`config.mk`:
```
export PLATFORM = sky130hd
export DESIGN_NAME = route_collector
export DESIGN_NICKNAME = d
export VERILOG_FILES = /design/src/rtl/route_collector.sv
export SDC_FILE = /design/constraint.sdc
export NUM_CORES = 2
export LEC_CHECK = 0
export ABC_AREA = 1
export CAP_MARGIN = 0
export CORE_AREA = 2 2 452 454
export CTS_CLUSTER_DIAMETER = 200
export DETAILED_ROUTE_END_ITERATION = 16
export DIE_AREA = 0 0 454 456
export PLACE_DENSITY_LB_ADDON = 0.2
export SYNTH_ARGS = -nofsm -noshare
export SYNTH_HDL_FRONTEND = slang
export SYNTH_SLANG_ARGS = --single-unit
```
`constraint.sdc`:
```
create_clock -name clk -period 40.1 [get_ports clk]
set_input_delay 6.015 -clock clk [delete_from_list [all_inputs] [get_ports clk]]
set_output_delay 6.015 -clock clk [all_outputs]
set_load 0.01 [all_outputs]
```
`src/rtl/route_collector.sv`:
```
// Merge end of the route distributor: 32 lane holding registers, round-robin
// serialization to one tagged stream, and pattern checking in forced modes.
module route_collector #(
  parameter int DATA_W = 32,
  parameter int LANES  = 32
) (
  input  logic                    clk,
  input  logic                    rst,
  input  logic [2:0]              mode_ctrl,
  input  logic [LANES-1:0]        lane_valid,
  input  logic [LANES*DATA_W-1:0] lane_data,
  output logic [LANES-1:0]        lane_ready,
  output logic                    out_valid,
  input  logic                    out_ready,
  output logic [DATA_W-1:0]       out_data,
  output logic [4:0]              out_tag,
  output logic                    pattern_err,
  output logic [4:0]              err_lane,
  output logic [15:0]             err_cnt
);

  localparam int M = DATA_W / 2;

  typedef enum logic [2:0] {
    NORMAL       = 3'b000,
    ALL_SET_0    = 3'b100,
    MIDDLE_SET_0 = 3'b101,
    MIDDLE_SET_1 = 3'b110,
    ALL_SET_1    = 3'b111
  } mode_t;

  mode_t             mode_d, mode_q;
  logic [LANES-1:0]  hold_full;
  logic [DATA_W-1:0] hold_data [LANES];
  logic [4:0]        ptr;
  logic              cand_any;
  logic [4:0]        cand_idx;
  logic [4:0]        probe;
  logic              test_mode;
  logic              grant;
  logic [DATA_W-1:0] mid_mask;
  logic [DATA_W-1:0] expected;
  logic              mismatch;

  always_comb begin
    case (mode_ctrl)
      3'b111:  mode_d = ALL_SET_1;
      3'b100:  mode_d = ALL_SET_0;
      3'b110:  mode_d = MIDDLE_SET_1;
      3'b101:  mode_d = MIDDLE_SET_0;
      default: mode_d = NORMAL;
    endcase
  end

  always_ff @(posedge clk or posedge rst) begin
    if (rst) mode_q <= NORMAL;
    else     mode_q <= mode_d;
  end

  assign lane_ready = ~hold_full;

  // Search starts at ptr+1; the 5-bit sum wraps 31 -> 0 and k=32 lands on ptr.
  always_comb begin
    cand_any = 1'b0;
    cand_idx = '0;
    probe    = '0;
    for (int unsigned k = 1; k <= 32; k++) begin
      probe = ptr + 5'(k);
      if (!cand_any && hold_full[probe]) begin
        cand_any = 1'b1;
        cand_idx = probe;
      end
    end
  end

  assign test_mode = (mode_q != NORMAL);
  assign grant     = cand_any && (test_mode || !out_valid || out_ready);

  always_comb begin
    mid_mask          = '0;
    mid_mask[M]       = 1'b1;
    mid_mask[M-1]     = 1'b1;
    case (mode_q)
      ALL_SET_1:    expected = '1;
      MIDDLE_SET_1: expected = mid_mask;
      MIDDLE_SET_0: expected = ~mid_mask;
      default:      expected = '0;
    endcase
  end

  assign mismatch = grant && test_mode && (hold_data[cand_idx] != expected);

  // A granted lane is full, so it can never also be accepting in that cycle.
  always_ff @(posedge clk or posedge rst) begin
    if (rst) begin
      hold_full <= '0;
      for (int unsigned i = 0; i < LANES; i++) hold_data[i] <= '0;
    end else begin
      for (int unsigned i = 0; i < LANES; i++) begin
        if (grant && cand_idx == 5'(i)) begin
          hold_full[i] <= 1'b0;
        end else if (lane_valid[i] && !hold_full[i]) begin
          hold_full[i] <= 1'b1;
          hold_data[i] <= lane_data[i*DATA_W +: DATA_W];
        end
      end
    end
  end

  always_ff @(posedge clk or posedge rst) begin
    if (rst)        ptr <= 5'd31;
    else if (grant) ptr <= cand_idx;
  end

  always_ff @(posedge clk or posedge rst) begin
    if (rst) begin
      out_valid <= 1'b0;
      out_data  <= '0;
      out_tag   <= '0;
    end else if (grant && !test_mode) begin
      out_valid <= 1'b1;
      out_data  <= hold_data[cand_idx];
      out_tag   <= cand_idx;
    end else if (out_ready) begin
      out_valid <= 1'b0;
    end
  end

  always_ff @(posedge clk or posedge rst) begin
    if (rst) begin
      pattern_err <= 1'b0;
      err_lane    <= '0;
      err_cnt     <= '0;
    end else begin
      pattern_err <= mismatch;
      if (mismatch) begin
        err_lane <= cand_idx;
        if (err_cnt != 16'hFFFF) err_cnt <= err_cnt + 16'd1;
      end
    end
  end

endmodule

```
==> results.md <==
- The final-stage net count is 9,002.
- In this run, the number of DRC markers left after iteration 0 of detailed routing was 4,752.
- The layout has 20,700 filler cells.
- The number of hold violations in the final report is 0.
- The remaining antenna violation count after routing is 0.
- In this design, the critical path's most frequently occurring cell is sky130_fd_sc_hd__nand2_1.
- Counting every net in the synthesized netlist gives 8,000.
- Clock-pin slew was measured on the worst setup and hold paths at 60 ps.
- The number of H-tree levels is 4.
- Clock latency on the worst-skew pair, taken at its later pin, is 830 ps.
- The pre-antenna-repair detailed-routing pass consisted of 6 iterations.
- Counting flops with an async set or reset pin after synthesis yields a share of 1.00.
- STA classifies the critical path startpoint as a flop.
- The initial antenna violation count is 130.
- The deepest clock path buffer count is 3.
- The root buffer cell chosen for the clock tree is sky130_fd_sc_hd__clkbuf_16.
- The worst clock skew on the final layout is 66.9 ps.
- Global routing finished with a remaining overflow of 0.
- The first global-routing pass estimated 434,000 um of wire.
- The count of synthesis-stage warnings from yosys is 0.
- In the global route stage, overall resource usage came out at 0.301.
- The via count of the first global-routing pass came to 53,800.
- On the worst path, the slowest cell contributes a delay of 720 ps.
- The cell taking the most area after synthesis is sky130_fd_sc_hd__dfrtp_1.
- STA classifies the critical path endpoint as a flop.
- The post-synthesis cell area is 60,100 um^2.
- The count of cells along the worst hold path is 2.
- The total wire length after detailed routing is 319,000 um.
- After clock tree synthesis, the flow added hold-fix buffers numbering 0.
- The share of the synthesized area in the top cell type is 0.466.
- The DRC violation count after routing is 0.
- The synthesized design contains 0 enable-type register cells.
- A synthesized cell averages 8.68 um^2.
- The count of endpoints failing setup in the final report is 0.
- Sorting the synthesized cells by area gives the leading types as sky130_fd_sc_hd__dfrtp_1, sky130_fd_sc_hd__nand2_1, sky130_fd_sc_hd__mux2_2.
- The normalized max-slew margin is 0.213.
- The largest individual stage delay along the critical path comes from the cell sky130_fd_sc_hd__buf_4.
- For this run, the register share of the synthesized area comes to 0.468.
- The routed wire length per instance is 29.7 um.
- Signal routing reaches up to met5.
- Relative to the synthesized area, the layout overhead comes to 29.5%.
- After detailed routing, the number of vias per cell comes to 5.06.
- The category of the most critical setup path is reg -> reg.
- The transition time of the tightest slew-check pin is 1180 ps.
- In this run the tool buffered the top-level ports with 1,153 buffer cells.
- The depth of the most critical reg-to-reg path is 47.
- The clock net in this run drives a total of 1,124 sinks.
- Measured along the x axis, the die boundary spans 454 um.
- Routability-driven placement finished with a final weighted congestion of 0.926.
- The flow ran to the end, and the final reports show no timing, DRC or antenna violations.
- The library cell used most frequently in the layout, excluding fill and tap cells, is sky130_fd_sc_hd__nand2_1.
- The final hold slack is 485 ps.
- The number of buffers inserted by post-CTS setup repair is 0.
- Of the available clock period, the critical path in the final layout requires 0.285.
- In the synthesized netlist the dominant register cell turns out to be sky130_fd_sc_hd__dfrtp_1.
- The top-level I/O count is 1,154.
- The unique cell type count in the Yosys netlist is 53.
- The core outline area is 202,000 um^2.
- Timing analysis after detailed placement gives a worst setup slack of 28,390 ps.
- The top achievable clock speed is 87.4 MHz.
- At the worst endpoint, the arrival time is 12,170 ps.
- Buffers inserted during clock tree synthesis total 137.
- The via count of the routed design is 54,500.
- The die covers 207,000 um^2.
- The number of placed instances, taps included, is 10,500.
- TritonCTS built the clock tree.
- The post-cts sizing count is 0.
- The number of max-slew violations in the final report was 0.
- The synthesized instance count is 6,924.
- The die is 456 um tall.
- Setup repair after global routing left no endpoint under its margin.
- The number of max-cap violations is 0.
- Wire segments on met2 add up to 151,000 um in the final route.
- In the layout the commonest cells are sky130_fd_sc_hd__nand2_1, sky130_fd_sc_hd__clkdlybuf4s50_1, sky130_fd_sc_hd__dfrtp_1.
- The number of cell rows is 165.
- The post-synthesis register bit count is 1,124.
- The worst min-delay path category is reg -> reg.
- The total half-perimeter wirelength after legalization and detailed placement is 232,000 um.
- For the worst setup path, the data required time is 40,830 ps.
- The worst path needs 11,440 ps of the cycle, external delays included.
- The post-route met1 wirelength is 133,000 um.
- The worst path setup slack after routing is 28,660 ps.
- The fraction of layout cells with a size suffix above 1 is 0.165.
- The effective utilization at floorplan is 0.298.
- For this run, the number of standard cells in the final layout without fillers is 10,800.
- Setup total negative slack on the finished layout was measured at 0 ps.
- The maximum fanout along the worst path is 101.
- The met3 wire length is 19,900 um.
- The largest net degree at the start of global routing is 184.
## kinds of logic after synthesis
| logic type | share of synthesized area |
|---|---|
| AO/OA/AOI/OAI | 0.0320 |
| buffers and inverters | 0.0683 |
| flip-flops | 0.468 |
| AND/OR/NAND/NOR | 0.250 |
| adder cells (fa/ha/maj) | 0.00291 |
| XOR/XNOR | 0.00514 |
| multiplexers | 0.174 |
## through the flow
stage | area [um^2] | utilization
2_1_floorplan | 60100 | -
3_3_place_gp | 73200 | 0.363
3_5_place_dp | 73200 | 0.363
4_1_cts | 77700 | 0.385
5_1_grt | 77800 | 0.386
6_report | 77800 | 0.386
## area by class of cell
class                           instances  area, um^2  share of cell area
Antenna cell                           76         190             0.00244
Clock buffer                          204        3970              0.0510
Clock inverter                         32         445             0.00572
Inverter                              370        1420              0.0182
Multi-Input combinational cell       5058       28100               0.361
Sequential cell                      1124       28100               0.361
Tap cell                             2672        3340              0.0429
Timing Repair Buffer                 1235       12200               0.157
## cells in the mapped netlist, drive strengths merged (8+ instances only)
library cell,count
nand2,2826
dfrtp,1119
mux2,927
nand3,473
inv,365
nor2,343
buf,294
o21ai,197
a21oi,140
clkbuf,76
nand4,44
xor2,26
o22ai,17
nor3,16
ha,14
nand3b,10
o21a,8
## path summary, 6_finish.rpt
path / startpoint / to / slack [ps]
max in group asynchronous: rst / hold_data[821] / 29400
max reg2reg: ptr[0] / err_cnt[3] / 28660
min: out_data[24] / out_data[24] / 490
min reg2reg: out_data[24] / out_data[24] / 490
max: ptr[0] / err_cnt[3] / 28660
min in group asynchronous: rst / hold_data[831] / 5760
## routing by layer
metal / up-vias / GRT usage
met4: 64 / 0.140
met5: - / 0
met3: 538 / 0.0569
li1: 24400 / -
met2: 2084 / 0.487
met1: 27400 / 0.386
## sequential cells by signal (all words and copies together) (netlist names)
| signal | cells |
|---|---|
| pattern_err | 1 |
| mode_q | 3 |
| hold_data | 1024 |
| err_cnt | 16 |
| out_valid | 1 |
| hold_full | 32 |
| out_data | 32 |
| err_lane | 5 |
| out_tag | 5 |
| ptr | 5 |
## critical path, delay by kind of cell (launching register included)
| kind | cells | cell delay, ps |
|---|---|---|
| flops | 1 | 510 |
| buf+inv | 6 | 2630 |
| simple gates | 40 | 7270 |
| fa+ha+maj | 1 | 440 |
Power is not shown: default switching activity piles up to over one toggle a cycle in this logic, so the estimate is an artifact.
